`config.mk`:
```
export PLATFORM = sky130hd
export DESIGN_NAME = ps2_key_display_ctrl_flat
export DESIGN_NICKNAME = d
export VERILOG_FILES = /design/src/rtl/ps2_pkg.sv /design/src/rtl/ps2_key_display_ctrl_if.sv /design/src/rtl/ps2_hex_decode.sv /design/src/rtl/ps2_key_display_ctrl.sv /design/src/flat_wrapper.sv
export SDC_FILE = /design/constraint.sdc
export NUM_CORES = 1
export LEC_CHECK = 0
export ABC_CLOCK_PERIOD_IN_PS = 5600
export CORE_ASPECT_RATIO = 1.5
export CORE_MARGIN = 2
export CORE_UTILIZATION = 60
export CTS_CLUSTER_SIZE = 28
export DETAILED_ROUTE_END_ITERATION = 10
export GPL_ROUTABILITY_DRIVEN = 0
export MAX_ROUTING_LAYER = met4
export PLACE_DENSITY = 0.85
export SYNTH_ARGS = -nofsm -noshare
export SYNTH_HDL_FRONTEND = slang
export SYNTH_SLANG_ARGS = --single-unit
```
`constraint.sdc`:
```
create_clock -name clk -period 5.6 [get_ports clk]
set_clock_uncertainty 0.2 [all_clocks]
set_input_delay 1.12 -clock clk [delete_from_list [all_inputs] [get_ports clk]]
set_output_delay 1.12 -clock clk [all_outputs]
set_load 0.05 [all_outputs]
```
`src/rtl/ps2_pkg.sv`:
```
// Shared definitions for the PS/2 keyboard blocks.
// Contents: Set-2 prefix/control byte constants, the prefix FSM state
// encoding, and the geometry of the seven-segment digit word.
package ps2_pkg;

    localparam logic [7:0] BRK_CODE  = 8'hF0;
    localparam logic [7:0] EXT_CODE  = 8'hE0;
    localparam logic [7:0] BKSP_CODE = 8'h66;
    localparam logic [7:0] ESC_CODE  = 8'h76;

    localparam int DIGIT_W    = 5;
    localparam int NUM_DIGITS = 4;
    localparam int BUF_W      = DIGIT_W * NUM_DIGITS;

    typedef enum logic [1:0] {
        IDLE    = 2'd0,
        BRK     = 2'd1,
        EXT     = 2'd2,
        EXT_BRK = 2'd3
    } ps2_state_t;

endpackage

```
`src/rtl/ps2_key_display_ctrl_if.sv`:
```
// Byte stream from the PS/2 receiver into the key display controller.
// Signals: rx_done_tick - one-cycle strobe, rx_data valid in the same cycle
//          rx_data      - received scan-code byte
// Modports: master = byte source (receiver), slave = byte sink (controller).
interface ps2_key_display_ctrl_if;

    logic       rx_done_tick;
    logic [7:0] rx_data;

    modport master (output rx_done_tick, output rx_data);
    modport slave  (input  rx_done_tick, input  rx_data);

endinterface

```
`src/rtl/ps2_hex_decode.sv`:
```
// Combinational Set-2 scan code to hex digit decoder.
// Ports: code   - scan-code byte
//        is_hex - 1 when code is one of the 0-9 / A-F keys
//        hex    - digit value, 0 when is_hex is 0
module ps2_hex_decode (
    input  logic [7:0] code,
    output logic       is_hex,
    output logic [3:0] hex
);

    always_comb begin
        // NOTE: every output gets a default first so no path leaves it
        // unassigned, which would otherwise infer a latch.
        is_hex = 1'b1;
        hex    = 4'h0;
        unique case (code)
            8'h45: hex = 4'h0;
            8'h16: hex = 4'h1;
            8'h1E: hex = 4'h2;
            8'h26: hex = 4'h3;
            8'h25: hex = 4'h4;
            8'h2E: hex = 4'h5;
            8'h36: hex = 4'h6;
            8'h3D: hex = 4'h7;
            8'h3E: hex = 4'h8;
            8'h46: hex = 4'h9;
            8'h1C: hex = 4'hA;
            8'h32: hex = 4'hB;
            8'h21: hex = 4'hC;
            8'h23: hex = 4'hD;
            8'h24: hex = 4'hE;
            8'h2B: hex = 4'hF;
            default: is_hex = 1'b0;
        endcase
    end

endmodule

```
`src/rtl/ps2_key_display_ctrl.sv`:
```
// Turns PS/2 Set-2 scan-code bytes into a 4-digit hex entry buffer for the
// seven-segment driver. Handles F0 (break) and E0 (extended) prefixes with a
// timeout, optional typematic-repeat suppression, Backspace and Esc.
// Ports: clk, rst      - clock, synchronous active-high reset
//        rx            - byte stream from the receiver (slave modport)
//        sevenOut      - digit i in [5i+4:5i] as {en, hex}; digit 0 rightmost
//        key_valid     - one-cycle pulse when a key action hits the buffer
//        key_hex       - value of the last accepted hex key
//        digit_cnt     - number of enabled digits, 0..4
module ps2_key_display_ctrl
    import ps2_pkg::*;
#(
    parameter logic [23:0] PREFIX_TIMEOUT  = 24'd5_000_000,
    parameter bit          REPEAT_SUPPRESS = 1'b1
) (
    input  logic                  clk,
    input  logic                  rst,
    ps2_key_display_ctrl_if.slave rx,
    output logic [BUF_W-1:0]      sevenOut,
    output logic                  key_valid,
    output logic [3:0]            key_hex,
    output logic [2:0]            digit_cnt
);

    ps2_state_t  state, state_next;
    logic [23:0] tmo_cnt;
    logic [7:0]  held;
    logic        tick;
    logic        timeout;
    logic        make_evt;
    logic        accept;
    logic        is_hex;
    logic [3:0]  hex;

    assign tick = rx.rx_done_tick;

    // A byte arriving on the expiry cycle takes priority over the timeout.
    assign timeout = (state != IDLE) && !tick && (tmo_cnt == PREFIX_TIMEOUT - 24'd1);

    ps2_hex_decode u_hex_decode (
        .code   (rx.rx_data),
        .is_hex (is_hex),
        .hex    (hex)
    );

    // State register
    always_ff @(posedge clk) begin
        // NOTE: sequential state uses non-blocking assignments so every
        // register samples pre-edge values regardless of statement order.
        if (rst) state <= IDLE;
        else     state <= state_next;
    end

    // Next-state logic
    always_comb begin
        state_next = state;
        unique case (state)
            IDLE: begin
                if (tick && rx.rx_data == BRK_CODE)      state_next = BRK;
                else if (tick && rx.rx_data == EXT_CODE) state_next = EXT;
            end
            BRK, EXT_BRK: begin
                if (tick || timeout) state_next = IDLE;
            end
            EXT: begin
                if (tick && rx.rx_data == BRK_CODE) state_next = EXT_BRK;
                else if (tick || timeout)           state_next = IDLE;
            end
            default: state_next = IDLE;
        endcase
    end

    // Output decode: which byte actions apply this cycle
    always_comb begin
        make_evt = (state == IDLE) && tick &&
                   (rx.rx_data != BRK_CODE) && (rx.rx_data != EXT_CODE);
        accept   = make_evt && !(REPEAT_SUPPRESS && (rx.rx_data == held));
    end

    // Prefix timeout counter: cleared on every byte and whenever the FSM
    // is (or is about to be) idle, so it measures silence within a prefix.
    always_ff @(posedge clk) begin
        if (rst || tick || state_next == IDLE) tmo_cnt <= '0;
        else                                   tmo_cnt <= tmo_cnt + 24'd1;
    end

    // Held key and entry buffer
    always_ff @(posedge clk) begin
        if (rst) begin
            held      <= 8'h00;
            sevenOut  <= '0;
            key_valid <= 1'b0;
            key_hex   <= 4'h0;
            digit_cnt <= 3'd0;
        end else begin
            key_valid <= 1'b0;
            if (state == BRK && tick && rx.rx_data == held)
                held <= 8'h00;
            if (accept) begin
                held <= rx.rx_data;
                if (is_hex) begin
                    sevenOut  <= {sevenOut[BUF_W-DIGIT_W-1:0], 1'b1, hex};
                    key_hex   <= hex;
                    key_valid <= 1'b1;
                    if (digit_cnt != 3'(NUM_DIGITS)) digit_cnt <= digit_cnt + 3'd1;
                end else if (rx.rx_data == BKSP_CODE) begin
                    sevenOut  <= {{DIGIT_W{1'b0}}, sevenOut[BUF_W-1:DIGIT_W]};
                    key_valid <= 1'b1;
                    if (digit_cnt != 3'd0) digit_cnt <= digit_cnt - 3'd1;
                end else if (rx.rx_data == ESC_CODE) begin
                    sevenOut  <= '0;
                    digit_cnt <= 3'd0;
                    key_valid <= 1'b1;
                end
            end
        end
    end

endmodule

```
`src/flat_wrapper.sv`:
```
// flat-port wrapper written by rule: the top's interface ports become plain ports
module ps2_key_display_ctrl_flat import ps2_pkg::*;
#(
    parameter logic [23:0] PREFIX_TIMEOUT  = 24'd5_000_000,
    parameter bit          REPEAT_SUPPRESS = 1'b1
)
  (clk, rst, sevenOut, key_valid, key_hex, digit_cnt, rx_rx_done_tick, rx_rx_data);
  ps2_key_display_ctrl_if rx_i ();
  input  logic clk;
  input  logic rst;
  output logic [BUF_W-1:0] sevenOut;
  output logic key_valid;
  output logic [3:0] key_hex;
  output logic [2:0] digit_cnt;
  input wire logic [$bits(rx_i.rx_done_tick)-1:0] rx_rx_done_tick;
  input wire logic [$bits(rx_i.rx_data)-1:0] rx_rx_data;
  assign rx_i.rx_done_tick = rx_rx_done_tick;
  assign rx_i.rx_data = rx_rx_data;
  ps2_key_display_ctrl #(.PREFIX_TIMEOUT(PREFIX_TIMEOUT), .REPEAT_SUPPRESS(REPEAT_SUPPRESS)) u_core (.clk(clk), .rst(rst), .rx(rx_i), .sevenOut(sevenOut), .key_valid(key_valid), .key_hex(key_hex), .digit_cnt(digit_cnt));
endmodule
```
* After elaboration in Yosys (flattened, before gate mapping)
Index checks and enable logic that the tools add are counted.
** Word-level totals
- Flip-flop bits (word level) :: 62
- Output and inout bits :: 28
** Cells by class
- Multiplexer cells :: 20
- Reduce and logical (&&, ||, !) cells :: 27
- Equality and inequality tests :: 30
- Bitwise gates (word level) :: 1
- $add $sub $neg :: 3
** Operators with widths (number)
- == test 8 x 6 -> 1 bit (second input constant) :: 11
- 2-to-1 mux 20 bit :: 3
- one-hot mux 4 bit (15 select lines) :: 1
- == test 8 x 7 -> 1 bit (second input constant) :: 4
- adder 24 x 1 -> 24 bit (second input constant) :: 1
- == test 24 x 23 -> 1 bit (second input constant) :: 1
- == test 8 x 5 -> 1 bit (second input constant) :: 3
- == test 8 bit (second input constant) :: 2
- 2-to-1 mux 8 bit :: 2
- != test 8 bit (second input constant) :: 2
- OR reduction 16 bit :: 1
- 2-to-1 mux 3 bit :: 5
- logical AND 1 bit :: 10
- == test 8 bit :: 1
- 2-to-1 mux 2 bit :: 4
- one-hot mux 2 bit (3 select lines) :: 1
- nonzero test 3 bit :: 2
- == test 2 bit (second input constant) :: 2
- logical NOT 2 bit :: 2
- 2-to-1 mux 1 bit :: 4
- AND reduction 2 bit :: 2
- AND reduction 4 bit :: 1
- nonzero test 2 bit :: 2
- OR reduction 2 bit :: 2
- 9 further kinds :: 12

* Depth between registers and ports, before layout
Gate-level depths: netlist (run 1).
- Depth after elaboration :: 9
- Depth in mapped cells :: 11
- Depth with buffers taken out :: 8

* Hierarchy
Synthesis (run 1) repeated with hierarchy kept, for this count alone.
** Unflattened totals
- Cells, all modules :: 414
- Area total of the unflattened synthesis :: 3418.3 um2
** By module, submodules not included
- ps2_key_display_ctrl :: area an instance 2961.6 um2, cells an instance 347, seq. area each 1241.2 um2, instances 1
- ps2_hex_decode :: area an instance 456.7 um2, cells an instance 67, seq. area each 0.0 um2, instances 1

* Worst setup path before layout (run 1)
No wires, ideal clock.
- Kind :: input -> register
- Start :: input rx_rx_data[3]
- End :: register u_core.sevenOut[10]
- Stages :: 10
- Arrival :: 2786 ps
- Setup slack :: 2469 ps
- Data required time :: 5256 ps
- Path buffers :: 3
- Cells stage by stage :: buf_4 and3b_1 o211a_1 a311oi_2 clkinv_2 o31a_1 buf_6 buf_6 nor2_1 a211oi_2
** On the way
- Word-level cells in the longest chain between the ends :: 5
- Elaborated cells between the ends (all ways) :: 31
** Ends and longest elaborated chain
- start, declared :: RTL line flat_wrapper.sv:16 : input wire logic [$bits(rx_i.rx_data)-1:0] rx_rx_data;
- == test 8 x 6 -> 1 bit, or another cell as far along :: RTL line ps2_hex_decode.sv:16 : unique case (code)
- OR reduction 16 bit (no line) or logical AND 1 bit (tied branches)
- 2-to-1 mux 1 bit or logical AND 1 bit (tied branches) :: RTL line ps2_hex_decode.sv:16, ps2_key_display_ctrl.sv:76
- nonzero test 3 bit (no line) or logical AND 1 bit (tied branches)
- AND reduction 2 bit (no line)
- end signal, assigned :: RTL line ps2_key_display_ctrl.sv:102 : sevenOut <= {sevenOut[BUF_W-DIGIT_W-1:0], 1'b1, hex};
- end signal, assigned :: RTL line ps2_key_display_ctrl.sv:107 : sevenOut <= {{DIGIT_W{1'b0}}, sevenOut[BUF_W-1:DIGIT_W]};
- end, declared :: RTL line ps2_key_display_ctrl.sv:19 : output logic [BUF_W-1:0] sevenOut,
Parallel ways exist; a longest one is shown, timed or not.
A chain may end at the register's enable or synchronous reset.

* Final worst setup path (run 1)
- Start :: input rx_rx_data[3]
- End :: register u_core.sevenOut[12]
Same word-level chain as after synthesis.

==> results of run 1 <==
## area by class of cell
cell class	instances	area [um2]
Clock buffer	9	123.9
Multi-Input combinational cell	294	1929
Sequential cell	62	1241
Timing Repair Buffer	44	425.4
Fill cell	432	1506
Tap cell	70	87.58
Inverter	8	31.28
Clock inverter	7	105.1
## cells by family after synthesis
family,count (synthesis),share of synthesized area (%)
buffers and inverters,35,6.183
AND/OR/NAND/NOR,169,25.81
XOR/XNOR,30,7.775
multiplexers,4,1.185
AO/OA/AOI/OAI,86,20.47
flip-flops,62,36.73
adder cells (fa/ha/maj),5,1.851
## placed cells by master (no fill, tap or decap), types with 11 or more instances in the layout
master	instances
a211oi_2	13
a21oi_1	15
a22oi_1	19
and3_1	11
clkdlybuf4s50_1	38
dfxtp_1	62
nand2_1	22
nand2b_1	13
nand3_1	16
nor2_1	64
xor2_1	23
## flip-flops by register name, indices dropped and copies added (netlist names)
| signal | cells |
|---|---|
| u_core.tmo_cnt | 24 |
| u_core.sevenOut | 20 |
| u_core.held | 8 |
| u_core.key_hex | 4 |
| u_core.digit_cnt | 3 |
| u_core.state | 2 |
| u_core.key_valid | 1 |
## power groups by stage
stage                     Sequential [mW]  Clock [mW]  Combinational (mW)
final                               0.454       0.455              0.0989
after global placement              0.464           0              0.0955
after floorplan                     0.477           0              0.0608
after global routing                0.455       0.482               0.107
after CTS                           0.454       0.461              0.0982
after detailed placement            0.464           0              0.0976
## worst max path at each step
stage          slack (ns)           from             endpoint
2_1_floorplan        2.47  rx_rx_data[3]  u_core.sevenOut[10]
3_3_place_gp         1.12  rx_rx_data[4]  u_core.sevenOut[17]
3_5_place_dp         1.07  rx_rx_data[3]  u_core.sevenOut[10]
4_1_cts              1.43  rx_rx_data[3]  u_core.sevenOut[12]
5_1_grt              1.13  rx_rx_data[3]  u_core.sevenOut[12]
6_report             1.37  rx_rx_data[3]  u_core.sevenOut[12]
## routing by layer
| metal | part of all wire [%] | wire length [um] | up-vias | global-route usage (%) |
|---|---|---|---|---|
| li1 | - | - | 1448 | - |
| met4 | 2.7 | 202 | 0 | 13.19 |
| met2 | 50 | 3751 | 115 | 42.26 |
| met3 | 5.5 | 413 | 22 | 5.731 |
| met1 | 42 | 3099 | 1411 | 31.45 |
| met5 | 0 | 0 | - | - |
## through the flow
stage | setup slack, ns | instances | power (mW) | hold WS (ns) | utilization (%)
floorplan | 2.469 | 391 | 0.5377 | 0.2263 | -
global placement | 1.119 | 478 | 0.5596 | 0.2400 | 68.16
detailed placement | 1.071 | 478 | 0.5617 | 0.2605 | 68.16
CTS | 1.429 | 494 | 1.013 | 0.2739 | 72.36
global route | 1.125 | 494 | 1.043 | 0.2899 | 72.36
finish | 1.374 | 494 | 1.008 | 0.2687 | 72.36
## critical path: cells and delay by family
kind            cells  cell delay (ns)
buf+inv             2             1.28
simple gates        3             0.46
compound gates      3             1.42
==> flow_metrics.tcl, run 1 <==
set metrics [dict create \
    cp_cell_sequence "clkdlybuf4s50_1, nor4_1, and4_1, a211oi_1, o31a_1, buf_4, nor2_1, a211oi_2" \
    slew_violations 0 \
    worstSetupPathType "input port to register" \
    slowest_stage "clkdlybuf4s50_1" \
    slew_headroom_pct 40.70 \
    overflow 0 \
    crit_arrival_ns 4.30 \
    min_period_ns 4.226 \
    vias_per_cell 6.065 \
    final_area_um2 3944 \
    synthArstFlopShare_pct 0 \
    finalHoldViolCount 0 \
    r2r-end "u_core.sevenOut[12]" \
    cts_tree "built" \
    antenna_cells 0 \
    hold_depth 1 \
    synth_area_leaders "dfxtp_1 37%, nor2_1 7.1%, xor2_1 6.0%, a211oi_2 4.8%, a22oi_1 4.2%" \
    p_leak_nw 1.341 \
    cp-end-kind "register" \
    drcViolationCount 0 \
    core_area_um2 5450 \
    grt_pass1_wl_um 12500 \
    maxCapViolCount 0 \
    die_w_um 65.28 \
    synth-seq-cells 62 \
    synth_nets 407 \
    worstMarginPinSlew_ns 0.8827 \
    drtPass1Iterations 5 \
    netlist-cell-type-count 60 \
    setup_viol 0 \
    switchingPower_mw 0.2665 \
    clock_path_buffers 2 \
    routed_wl_um 7467 \
    syn_avg_cell_area_um2 8.643 \
    sw_frac_of_total_pct 26.44 \
    antenna_found_initial 0 \
    cts.root.buffer_cell "clkbuf_8" \
    die-area_um2 6261 \
    num_vias 2996 \
    synth_common_cells "64 x nor2_1, 62 x dfxtp_1, 23 x xor2_1" \
    synth_edf_count 0 \
    cp.required_ns 5.67 \
    grt_usage_pct 26.45 \
    boundaryPins 39 \
    internal_power_mw 0.7415 \
    cp_max_fo 21 \
    power_frac_comb_pct 9.8 \
    initial_core_util_pct 62.01 \
    synth_area_um2 3379 \
    hp-class "register to register" \
    hold_buffers 0 \
    r2r_cells 7 \
    grt_pass1_vias 2764 \
    yosysTopAreaCell "dfxtp_1" \
    synth_flop_cell "dfxtp_1" \
    port_buffers 38 \
    max_freq_mhz 236.6 \
    grt_max_degree 40 \
    power_density_nw_per_um2 255.6 \
    slowest_delay_ns 0.91 \
    ff2ff_setup_slack_ns 2.80 \
    synthCells 391 \
    cts.sinks 62 \
    pwr-share-seq_pct 45.1 \
    cts_buffers 9 \
    critPathLaunchType "input port" \
    wl_per_cell_um 15.12 \
    htreeDepth 3 \
    worstReg2RegStart "u_core.state[0]" \
    synth.most_common_cell "nor2_1" \
    dp_hpwl_um 5162 \
    clk_pin_slew_ns 0.08 \
    first_iter_violations 258 \
    fin_nets 435 \
    status "finished clean" \
    finalSetupTns_ns 0 \
    cts.repair.resized 0 \
    irDropWorstVdd_mv 0.1612 \
    yosys_warnings 0 \
    drive_gt1_share_pct 11.08 \
    area_growth_pct 16.70 \
    die_h_um 95.92 \
    hp-start "u_core.tmo_cnt[0]" \
    ys_seq_area_share_pct 36.73 \
    postPlaceCellArea_um2 3715 \
    num_rows 33 \
    pwr-share-clk_pct 45.1 \
    min_to "u_core.tmo_cnt[0]" \
    rsz0062_at_grt "no" \
    post_cts.repair.setup_buffers 0 \
    ant_nets 0 \
    yosysTopAreaCellShare_pct 36.73 \
    clk_latency_ns 0.35 \
    fin_crit_sh_pct 75.46 \
]
Note: power is estimated with default switching activity, not from simulation.
==> inputs of run 2 (changes only) <==
--- a/config.mk
+++ b/config.mk
@@ -5,15 +5,15 @@
 export SDC_FILE = /design/constraint.sdc
 export NUM_CORES = 1
 export LEC_CHECK = 0
-export ABC_CLOCK_PERIOD_IN_PS = 5600
+export ABC_CLOCK_PERIOD_IN_PS = 3500
 export CORE_ASPECT_RATIO = 1.5
 export CORE_MARGIN = 2
-export CORE_UTILIZATION = 60
+export CORE_UTILIZATION = 51
 export CTS_CLUSTER_SIZE = 28
 export DETAILED_ROUTE_END_ITERATION = 10
 export GPL_ROUTABILITY_DRIVEN = 0
 export MAX_ROUTING_LAYER = met4
-export PLACE_DENSITY = 0.85
+export PLACE_DENSITY = 0.77
 export SYNTH_ARGS = -nofsm -noshare
 export SYNTH_HDL_FRONTEND = slang
 export SYNTH_SLANG_ARGS = --single-unit
==> constraint.sdc (replaced) <==
create_clock -name clk -period 3.5 [get_ports clk]
set_clock_uncertainty 0.2 [all_clocks]
set_input_delay 0.7 -clock clk [delete_from_list [all_inputs] [get_ports clk]]
set_output_delay 0.7 -clock clk [all_outputs]
set_load 0.05 [all_outputs]
==> run 2 against run 1 <==
Effect of this change:
- non-clock buffer count increased by 18
- register-to-register slack got worse by 1.8 ns
- clock power increased by 44%
- setup slack got worse by 1.1 ns
- flip-flop and latch count unchanged
- wire length increased by 2.0%
- final cell count increased by 4.7%
- critical endpoint is now u_core.key_hex[1]
==> flow_metrics.tcl, run 2 (synthesized netlist as in run 1, its figures left out) <==
set metrics [dict create \
    status "finished clean" \
    num_rows 36 \
    grt_usage_pct 22.30 \
    ff2ff_setup_slack_ns 1.01 \
    slew_headroom_pct 41.68 \
    finalHoldViolCount 0 \
    fillers 556 \
    pwr-share-seq_pct 46.8 \
    die_h_um 103.7 \
    fin_hold_ws_ns 0.2621 \
    num_vias 2999 \
    slew_violations 0 \
    r2r_cells 7 \
    max_freq_mhz 309.4 \
    largest_reg_flops 24 \
    first_iter_violations 188 \
    top_register "u_core.tmo_cnt" \
    min_period_ns 3.232 \
    crit_family "buffers and inverters" \
    hp-class "register to register" \
    multi_input_area_um2 1929 \
    drtPass1Iterations 5 \
    clock_path_buffers 2 \
    fin_util_pct 63.69 \
    power_frac_comb_pct 11.2 \
    r2r-end "u_core.tmo_cnt[22]" \
    crit_arrival_ns 3.24 \
    boundaryPins 39 \
    clk_latency_ns 0.34 \
    cp.required_ns 3.51 \
    slowest_delay_ns 0.60 \
    cts.repair.resized 0 \
    hold_depth 1 \
    final_common_cell "nor2_1" \
    finalSetupTns_ns 0 \
    wl_per_cell_um 14.73 \
    p_leak_nw 1.432 \
    die-area_um2 7307 \
    cp-end-kind "register" \
    cp_max_fo 10 \
    vias_per_cell 5.801 \
    drive_gt1_share_pct 14.51 \
    power_density_nw_per_um2 379.0 \
    antenna_found_initial 0 \
    area_growth_pct 21.40 \
    cts_buffers 9 \
    ant_nets 0 \
    clk_pin_slew_ns 0.06 \
    core_area_um2 6441 \
    largestRegisters "u_core.tmo_cnt: 24 flops, u_core.sevenOut: 20 flops, u_core.held: 8 flops" \
    fin_nets 453 \
    cts.sinks 62 \
    routed_wl_um 7613 \
    critPathLaunchType "input port" \
    setup_viol 0 \
    dp_hpwl_um 5513 \
    post_cts.repair.setup_buffers 0 \
    overflow 0 \
    cts.root.buffer_cell "clkbuf_8" \
    cp.depth 10 \
    slowest_stage "clkdlybuf4s50_1" \
    maxCapViolCount 0 \
    power_mw 1.555 \
    worstMarginPinSlew_ns 0.8681 \
    worst-path-buf-inv 3 \
    die_w_um 70.47 \
    regArea_um2 1241 \
    min_to "u_core.tmo_cnt[0]" \
    initial_core_util_pct 52.47 \
    worstSetupPathType "input port to register" \
    fin_crit_sh_pct 92.35 \
    htreeDepth 3 \
    hp-start "u_core.tmo_cnt[0]" \
    path_common_cell "buf_4" \
    drcViolationCount 0 \
    pwr-share-clk_pct 42.0 \
    antenna_cells 0 \
    port_buffers 38 \
    switchingPower_mw 0.3841 \
    sw_frac_of_total_pct 24.70 \
    rsz0062_at_grt "no" \
    final_cell_mix "64 x nor2_1, 62 x dfxtp_1, 38 x clkdlybuf4s50_1" \
    cp_cell_sequence "clkdlybuf4s50_1, buf_4, nor4b_1, nand3_1, o31ai_2, nor3_1, a21boi_0, buf_4, mux2i_1, nor2_1" \
    worstReg2RegStart "u_core.tmo_cnt[0]" \
    cts_tree "built" \
    grt_pass1_vias 2856 \
    irDropWorstVdd_mv 0.2627 \
    hold_buffers 0 \
    grt_pass1_wl_um 13100 \
    grt_max_degree 39 \
    internal_power_mw 1.171 \
]
[run 2: worst max path at each step]
stage | startpoint | endpoint | slack, ns
2_1_floorplan | rx_rx_data[3] | u_core.sevenOut[10] | 0.79
3_3_place_gp | rx_rx_data[7] | u_core.key_hex[1] | 0.04
3_5_place_dp | rx_rx_data[7] | u_core.key_hex[1] | -0.02
4_1_cts | rx_rx_data[7] | u_core.key_hex[1] | 0.30
5_1_grt | rx_rx_data[7] | u_core.key_hex[1] | 0.0009
6_report | rx_rx_data[7] | u_core.key_hex[1] | 0.27
[run 2: final cells by class]
cell class / instances / share of cell area, %
Inverter: 8 / 0.7624
Multi-Input combinational cell: 294 / 47.03
Clock inverter: 3 / 1.037
Sequential cell: 62 / 30.25
Tap cell: 76 / 2.318
Timing Repair Buffer: 62 / 14.58
Clock buffer: 12 / 4.026
[run 2: metal layers]
metal	track usage, %	part of all wire, %	vias up
met3	4.767	3.0	13
met5	-	0	-
met2	37.67	53	48
met1	26.17	43	1458
met4	7.005	1.6	0
li1	-	-	1480
[run 2: power by group through the flow]
| stage | clock (mW) | combinational, mW | sequential [mW] |
|---|---|---|---|
| 6_report | 0.653 | 0.174 | 0.728 |
| 5_1_grt | 0.691 | 0.188 | 0.728 |
| 4_1_cts | 0.666 | 0.174 | 0.727 |
| 3_5_place_dp | 0 | 0.173 | 0.743 |
| 3_3_place_gp | 0 | 0.170 | 0.743 |
| 2_1_floorplan | 0 | 0.0972 | 0.763 |
[run 2: metrics by stage]
| stage | setup WS [ns] | std cells | area [um2] |
|---|---|---|---|
| global route | 0.0008968 | 517 | 4103 |
| floorplan | 0.7891 | 391 | 3379 |
| detailed placement | -0.02419 | 502 | 3895 |
| CTS | 0.2997 | 517 | 4103 |
| global placement | 0.03988 | 502 | 3895 |
| finish | 0.2679 | 517 | 4103 |
